File: config.mk
export PLATFORM = sky130hd
export DESIGN_NAME = rr_mux_reg
export DESIGN_NICKNAME = d
export VERILOG_FILES = /design/src/rtl/rr_mux_reg.sv
export SDC_FILE = /design/constraint.sdc
export NUM_CORES = 1
export LEC_CHECK = 0
export BUFFER_PORTS_ARGS = -buffer_cell sky130_fd_sc_hd__buf_4
export CORE_MARGIN = 2
export CORE_UTILIZATION = 43
export DETAILED_ROUTE_END_ITERATION = 8
export GPL_ROUTABILITY_DRIVEN = 0
export GPL_TIMING_DRIVEN = 0
export PLACE_DENSITY_LB_ADDON = 0.08
export SYNTH_ARGS = -nofsm -noshare
export SYNTH_HDL_FRONTEND = slang
export SYNTH_SLANG_ARGS = --single-unit
File: constraint.sdc
create_clock -name Clk -period 5.6 [get_ports Clk]
set_input_delay 0.28 -clock Clk [delete_from_list [all_inputs] [get_ports Clk]]
set_output_delay 0.28 -clock Clk [all_outputs]
set_load 0.01 [all_outputs]
File: src/rtl/rr_mux_reg.sv
// NCH-input, WIDTH-bit mux with per-channel valid/ready, explicit-select or round-robin steering
// and a single registered output stage. Define RR_MUX_PERF_EN to add the output-transfer counter.
module rr_mux_reg #(
    parameter int unsigned WIDTH = 32,
    parameter int unsigned NCH   = 4,
    parameter int unsigned SELW  = 2
) (
    input  logic                 Clk,
    input  logic                 Reset,
    input  logic [NCH*WIDTH-1:0] Din,
    input  logic [NCH-1:0]       Valid_in,
    output logic [NCH-1:0]       Ready_in,
    input  logic                 Mode,
    input  logic [SELW-1:0]      Sel,
    output logic [WIDTH-1:0]     Dout,
    output logic                 Valid_out,
    input  logic                 Ready_out,
`ifdef RR_MUX_PERF_EN
    input  logic                 Count_clr,
    output logic [15:0]          Xfer_count,
`endif
    output logic [SELW-1:0]      Grant
);

    logic [WIDTH-1:0] dout_q;
    logic [SELW-1:0]  grant_q;
    logic             valid_q;
    logic [SELW-1:0]  rr_ptr_q, rr_ptr_d;

    logic             load;
    logic             cand_ok;
    logic [SELW-1:0]  cand;
    logic             xfer;
    logic [WIDTH-1:0] cand_data;
    int unsigned      idx;

    assign load = !valid_q || Ready_out;

    // Candidate selection: explicit Sel (if in range) or first valid channel from rr_ptr.
    always_comb begin
        cand_ok = 1'b0;
        cand    = '0;
        idx     = 0;
        if (!Mode) begin
            if (32'(Sel) < NCH) begin
                cand_ok = 1'b1;
                cand    = Sel;
            end
        end else begin
            for (int unsigned i = 0; i < NCH; i++) begin
                idx = 32'(rr_ptr_q) + i;
                if (idx >= NCH) begin
                    idx = idx - NCH;
                end
                if (!cand_ok && Valid_in[idx]) begin
                    cand_ok = 1'b1;
                    cand    = SELW'(idx);
                end
            end
        end
    end

    // Reset gates Ready_in so nothing is accepted while the register is being cleared.
    always_comb begin
        Ready_in  = '0;
        xfer      = 1'b0;
        cand_data = '0;
        for (int unsigned i = 0; i < NCH; i++) begin
            if (32'(cand) == i) begin
                Ready_in[i] = cand_ok && load && !Reset;
                cand_data   = Din[i*WIDTH +: WIDTH];
            end
        end
        for (int unsigned i = 0; i < NCH; i++) begin
            xfer = xfer | (Ready_in[i] & Valid_in[i]);
        end
    end

    always_comb begin
        rr_ptr_d = rr_ptr_q;
        if (Mode && xfer) begin
            rr_ptr_d = (32'(cand) == NCH - 1) ? '0 : cand + 1'b1;
        end
    end

    always_ff @(posedge Clk) begin
        if (Reset) begin
            dout_q   <= '0;
            grant_q  <= '0;
            valid_q  <= 1'b0;
            rr_ptr_q <= '0;
        end else begin
            if (xfer) begin
                dout_q  <= cand_data;
                grant_q <= cand;
                valid_q <= 1'b1;
            end else if (Ready_out) begin
                valid_q <= 1'b0;
            end
            rr_ptr_q <= rr_ptr_d;
        end
    end

    assign Dout      = dout_q;
    assign Grant     = grant_q;
    assign Valid_out = valid_q;

`ifdef RR_MUX_PERF_EN
    logic [15:0] xfer_count_q;

    always_ff @(posedge Clk) begin
        if (Reset || Count_clr) begin
            xfer_count_q <= '0;
        end else if (valid_q && Ready_out && xfer_count_q != 16'hFFFF) begin
            xfer_count_q <= xfer_count_q + 16'd1;
        end
    end

    assign Xfer_count = xfer_count_q;
`endif

endmodule

==> results of run 1 <==
## logic make-up after synthesis
family | count (synthesis) | synth area share (%)
simple gates | 94 | 20.91
buf+inv | 33 | 7.550
mux | 1 | 0.9777
fa+ha+maj | 4 | 2.173
compound gates | 122 | 36.23
flops | 37 | 32.16
## synthesized netlist by cell type (2+ instances only)
cell / count / area, um^2
dfxtp_1: 37 / 740.7
ha_1: 4 / 50.05
inv_1: 5 / 18.77
a31oi_1: 2 / 12.51
o21ai_0: 5 / 25.02
buf_6: 5 / 56.30
a211oi_1: 2 / 15.01
a221oi_1: 31 / 271.5
clkbuf_1: 13 / 48.80
and2_1: 2 / 12.51
nand2_1: 39 / 146.4
or3_1: 31 / 193.9
a21o_1: 2 / 15.01
o22ai_1: 31 / 193.9
clkbuf_2: 2 / 10.01
nand2b_1: 8 / 50.05
nor2_1: 5 / 18.77
buf_2: 8 / 40.04
nor2b_1: 3 / 18.77
a21oi_1: 38 / 190.2
o2111ai_1: 2 / 17.52
a22o_2: 2 / 20.02
## layer usage
layer,vias up,wire length (um)
met5,-,0
met4,0,140
met3,13,742
met2,146,4433
met1,1399,3354
li1,1481,-
## per-stage QoR
| stage | util (%) | power, W | worst slack [ns] | hold WS [ns] |
|---|---|---|---|---|
| 3_3_place_gp | 72.08 | 0.0006395 | 2.558 | 0.4426 |
| 2_1_floorplan | - | 0.0004850 | 2.892 | 0.4400 |
| 3_5_place_dp | 72.08 | 0.0006481 | 2.455 | 0.4468 |
| 5_1_grt | 74.68 | 0.0009632 | 2.066 | 0.3383 |
| 6_report | 74.68 | 0.0009166 | 2.448 | 0.3163 |
| 4_1_cts | 74.68 | 0.0009180 | 2.429 | 0.3095 |
## worst min-delay path, stage by stage
cell and delay (ns):
buf_4 0.14, nand3_1 0.08, a21oi_1 0.05
## final cells by class
cell class / count / area (um^2)
Multi-Input combinational cell: 221 / 1389
Timing Repair Buffer: 175 / 1314
Fill cell: 428 / 1301
Sequential cell: 37 / 740.7
Buffer: 28 / 155.1
Tap cell: 70 / 87.58
Clock buffer: 5 / 68.82
Clock inverter: 3 / 65.06
Inverter: 5 / 18.77
## power groups by stage
stage,Clock [W],Combinational [W],Sequential (W)
2_1_floorplan,0,0.000169,0.000316
3_3_place_gp,0,0.000335,0.000305
3_5_place_dp,0,0.000343,0.000306
4_1_cts,0.000274,0.000344,0.000300
5_1_grt,0.000286,0.000375,0.000303
6_report,0.000272,0.000345,0.000300
## worst min-delay path by stage
stage                  endpoint  depth (start not counted)
floorplan           rr_ptr_q[1]                          2
global placement       Dout[30]                          2
detailed placement     Dout[17]                          2
CTS                 rr_ptr_q[1]                          3
global route        rr_ptr_q[1]                          3
finish              rr_ptr_q[1]                          3
## flip-flops by register name, summed over array words and instances, names as in the netlist
name       cells
Dout          32
Valid_out      1
Grant          2
rr_ptr_q       2
==> results.json, run 1 <==
{
  "hold_start": "Mode",
  "layout_common_cells": "175 x buf_4, 39 x nand2_1, 38 x a21oi_1",
  "cts_buffer_depth": 2,
  "syn-instance-count": 291,
  "yosys_warnings": 0,
  "place_hpwl_mm": 6.636,
  "worst_slew_pin_slew_ns": 0.5410,
  "die_w_um": 77.19,
  "syn_to_final_growth_pct": 66.65,
  "synth_cell_type_count": 36,
  "final_cells": 544,
  "critical-path-top-delay-family": "simple AND/OR/NAND/NOR gates",
  "cts_sinks": 37,
  "p_sw_w": 0.0002739,
  "final_area_um2": 3839,
  "reg2reg_from": "rr_ptr_q[1]",
  "clkTransAtPathRegs_ns": 0.07,
  "syn_nets": 433,
  "cts-root-buf": "clkbuf_8",
  "routed_wl_mm": 8.671,
  "syn_avg_cell_area_um2": 7.916,
  "num_vias": 3039,
  "final_common_cell": "buf_4",
  "ff2ff_path_depth": 11,
  "drtPass1Iterations": 4,
  "cpPeakStageDelay_ns": 0.50,
  "p_seq_share_pct": 32.7,
  "busiest_layer": "met2",
  "finClkSkew_ns": 0.004317,
  "io_pins": 177,
  "slew_viol_final": 0,
  "insertedDiodeCount": 0,
  "cts_hold_buf": 0,
  "met2_usage_pct": 49.91,
  "cts_buffers": 5,
  "p_per_area_nw_per_um2": 238.8,
  "p_leak_nw": 1.710,
  "crit_path_start_kind": "flip-flop",
  "internal-power_w": 0.0006427,
  "path_cells": "buf_2 > and2_1 > or4b_1 > a21oi_2 > a21oi_1 > ha_1 > inv_1 > clkbuf_1 > o22ai_1 > or3_1 > a21oi_1",
  "dpl_cell_area_um2": 3705,
  "nNetsFinal": 615,
  "arrival_ns": 3.37,
  "switching_share_pct": 29.89,
  "postSynth.asyncResetShare_pct": 0,
  "cts_resized": 0,
  "grt_pass1_vias": 2957,
  "synth_area_um2": 2303,
  "cts_setup_buffers": 0,
  "die_h_um": 77.19,
  "finalSetupViolCount": 0,
  "num_rows": 26,
  "cp.required_ns": 5.82,
  "fin_crit_sh_pct": 56.28,
  "grt_usage_pct": 27.99,
  "clock.fmax_mhz": 317.3,
  "outcome": "finished, final reports clean",
  "core-area_um2": 5140,
  "initial_utilization_pct": 44.81,
  "path_class": "flip-flop to flip-flop",
  "cts_max_level": 2,
  "crit_slowest_cell": "or4b_1",
  "drcViolationCount": 0,
  "hold_viol": 0,
  "startpoint": "rr_ptr_q[1]",
  "maxCapViolCount": 0,
  "grt.overflow.total": 0,
  "combPwrFrac_pct": 37.6,
  "peakVddDrop_v": 0.0001984,
  "min_period_ns": 3.152,
  "yosysSeqAreaShare_pct": 32.16,
  "synthFlopType": "dfxtp_1",
  "path_depth": 11,
  "drt-vias-per-instance": 5.586,
  "portBuffers": 175,
  "dieArea_um2": 5958,
  "endpoint_kind": "flip-flop",
  "drt_iter0_drc": 152,
  "use_met3_pct": 8.118,
  "cpMostUsedCell": "a21oi_1",
  "antenna_found_initial": 0,
  "drive_gt1_share_pct": 43.04,
  "grt_pass1_wl_mm": 13.62,
  "power_frac_clock_pct": 29.6,
  "slew_headroom_pct": 63.94,
  "path_buf_inv": 3,
  "rrSetupSlack_ns": 2.45,
  "cp_max_fo": 10,
  "grt_use_met1_pct": 32.00,
  "tns_ns": 0,
  "clk_latency_ns": 0.28,
  "dp.cells": 536,
  "grt_start_max_net_pins": 13,
  "r2r-end": "Dout[15]",
  "hold_path.class": "input pin to flip-flop",
  "synth-edff-count": 0,
  "ys_ff_latch": 37,
  "postRouteAntennaNets": 0,
  "endpoint": "Dout[15]",
  "cts_tree": "built",
  "rsz0062_at_grt": "false",
  "routedWlPerCell_um": 15.94
}
(Power assumes the default switching activity.)
==> run 2, diff against run 1 <==
--- a/config.mk
+++ b/config.mk
@@ -7,7 +7,7 @@
 export LEC_CHECK = 0
 export BUFFER_PORTS_ARGS = -buffer_cell sky130_fd_sc_hd__buf_4
 export CORE_MARGIN = 2
-export CORE_UTILIZATION = 43
+export CORE_UTILIZATION = 36
 export DETAILED_ROUTE_END_ITERATION = 8
 export GPL_ROUTABILITY_DRIVEN = 0
 export GPL_TIMING_DRIVEN = 0
==> constraint.sdc (replaced) <==
create_clock -name Clk -period 2.83 [get_ports Clk]
set_input_delay 0.1415 -clock Clk [delete_from_list [all_inputs] [get_ports Clk]]
set_output_delay 0.1415 -clock Clk [all_outputs]
set_load 0.01 [all_outputs]
==> run 2 against run 1 <==
First-iteration DRC count is 43% lower. The flow now finishes with violations (setup timing). Clock-buffer cell count is the same. Via count increased by 0.82%. Sequential share of layout area decreased by 1.6 points. Hold slack got worse by 0.11 ns. Critical path depth rose by 2. Combinational power rose by 130%. Largest power group unchanged.
==> results.json, run 2 (synthesized netlist as in run 1, its figures left out) <==
{
  "outcome": "finished with violations",
  "violations": "setup timing",
  "reg2reg_from": "rr_ptr_q[1]",
  "num_rows": 29,
  "grt_pass1_wl_mm": 14.66,
  "layout_common_cells": "189 x buf_4, 35 x dfxtp_1, 33 x nand2_1",
  "cp.required_ns": 3.05,
  "largest_reg_flops": 32,
  "hold_path.class": "input pin to flip-flop",
  "rrSetupSlack_ns": -0.008,
  "finalSetupViolCount": 1,
  "cts-root-buf": "clkbuf_8",
  "drcViolationCount": 0,
  "cts_buffer_depth": 2,
  "grt_start_max_net_pins": 13,
  "r2r-end": "Dout[21]",
  "fin_util_pct": 66.91,
  "ff2ff_path_depth": 13,
  "rsz0062_at_grt": "true",
  "initial_utilization_pct": 36.70,
  "portBuffers": 175,
  "worst_slack_ns": -0.007895,
  "drt-vias-per-instance": 5.452,
  "cp_max_fo": 9,
  "cts_sinks": 37,
  "syn_to_final_growth_pct": 82.35,
  "cts_max_level": 2,
  "dieArea_um2": 7054,
  "cts_tree": "built",
  "insertedDiodeCount": 0,
  "p_per_area_nw_per_um2": 460.4,
  "slew_headroom_pct": 63.22,
  "grt_pass1_vias": 3013,
  "io_pins": 177,
  "cts_buffers": 5,
  "peakVddDrop_v": 0.0003109,
  "path_class": "flip-flop to flip-flop",
  "dp.cells": 543,
  "core-area_um2": 6277,
  "min_period_ns": 2.838,
  "grt.overflow.total": 0,
  "routedWlPerCell_um": 16.72,
  "finalPower_w": 0.001934,
  "p_leak_nw": 1.861,
  "worst_slew_pin_slew_ns": 0.5517,
  "holdPathStages": 3,
  "fin_crit_sh_pct": 100.3,
  "num_vias": 3064,
  "nNetsFinal": 626,
  "endpoint_kind": "flip-flop",
  "drt_iter0_drc": 87,
  "whs_endpoint": "rr_ptr_q[1]",
  "arrival_ns": 3.06,
  "final_cells": 562,
  "hold_start": "Mode",
  "grt_usage_pct": 25.54,
  "maxCapViolCount": 0,
  "drive_gt1_share_pct": 52.16,
  "drtPass1Iterations": 4,
  "place_hpwl_mm": 6.839,
  "die_h_um": 83.99,
  "routed_wl_mm": 9.396,
  "finClkSkew_ns": 0.009344,
  "clock.fmax_mhz": 352.4,
  "clk_latency_ns": 0.29,
  "slew_viol_final": 0,
  "final_common_cell": "buf_4",
  "die_w_um": 83.99,
  "antenna_found_initial": 0,
  "clkTransAtPathRegs_ns": 0.08,
  "postRouteAntennaNets": 0,
  "crit_path_start_kind": "flip-flop",
  "pre_cts_slack_ns": -0.3857,
  "cts_hold_buf": 0,
  "hold_viol": 0
}
## run 2: changes by cell type in the layout (fill, tap and decap cells not counted), moves of 5 or more
cell and change:
a21oi_1 -9, a21oi_2 +8, buf_2 -8, buf_4 +14, buf_8 +5, clkbuf_1 -9, nand2_1 -6, nand2_2 +6
## run 2: worst max-delay path by stage
stage           startpoint       end  cells past startpoint
2_1_floorplan  rr_ptr_q[1]   Dout[0]                     13
3_3_place_gp   rr_ptr_q[1]  Dout[15]                     11
3_5_place_dp   rr_ptr_q[1]   Dout[4]                     11
4_1_cts        rr_ptr_q[1]   Dout[7]                     11
5_1_grt        rr_ptr_q[1]  Dout[14]                     12
6_report       rr_ptr_q[1]  Dout[21]                     13
## run 2: power breakdown
group	leakage, nW	internal (W)	switching [W]
registers	0.302	0.000569	0.0000271
clock network	0.0681	0.000350	0.000194
logic	1.49	0.000432	0.000362
## run 2: area by class of cell
type	count	area, um^2
Sequential cell	37	743.2
Timing Repair Buffer	187	1460
Multi-Input combinational cell	221	1526
Inverter	5	18.77
Tap cell	77	96.34
Clock buffer	5	68.82
Buffer	27	221.5
Clock inverter	3	65.06
Fill cell	566	2077
## run 2: timing repair
item                                    4_1_cts  5_1_grt
buffers inserted                              4        4
endpoints found under the setup margin       34       34
cloned                                        1        3
pin swaps                                     3       10
resized for setup                            29       41
## run 2: layer usage
layer / global-route usage, % / share of wire (%) / vias to the layer above
met4: 4.985 / 0.85 / 0
met1: 31.89 / 41 / 1419
met3: 6.034 / 7.5 / 7
met2: 44.95 / 51 / 131
met5: 0 / 0 / -
li1: - / - / 1507
## run 2: through the flow
step	area, um^2	hold slack (ns)	TNS [ns]
6_report	4200	0.2047	-0.007895
5_1_grt	4200	0.1926	-3.074
4_1_cts	3969	0.1799	0
3_5_place_dp	3714	0.4471	-10.33
3_3_place_gp	3714	0.4428	-8.498
2_1_floorplan	2303	0.3015	0
## run 2: critical path, cell delays in order (launching register included)
cell	delay [ns]
dfxtp_2	0.33
buf_6	0.13
mux4_2	0.49
nand2b_4	0.16
a21oi_4	0.14
a21oi_2	0.06
ha_2	0.19
buf_8	0.14
a22o_4	0.24
o211ai_4	0.31
buf_8	0.21
clkbuf_16	0.15
nand2_1	0.05
a21oi_1	0.14
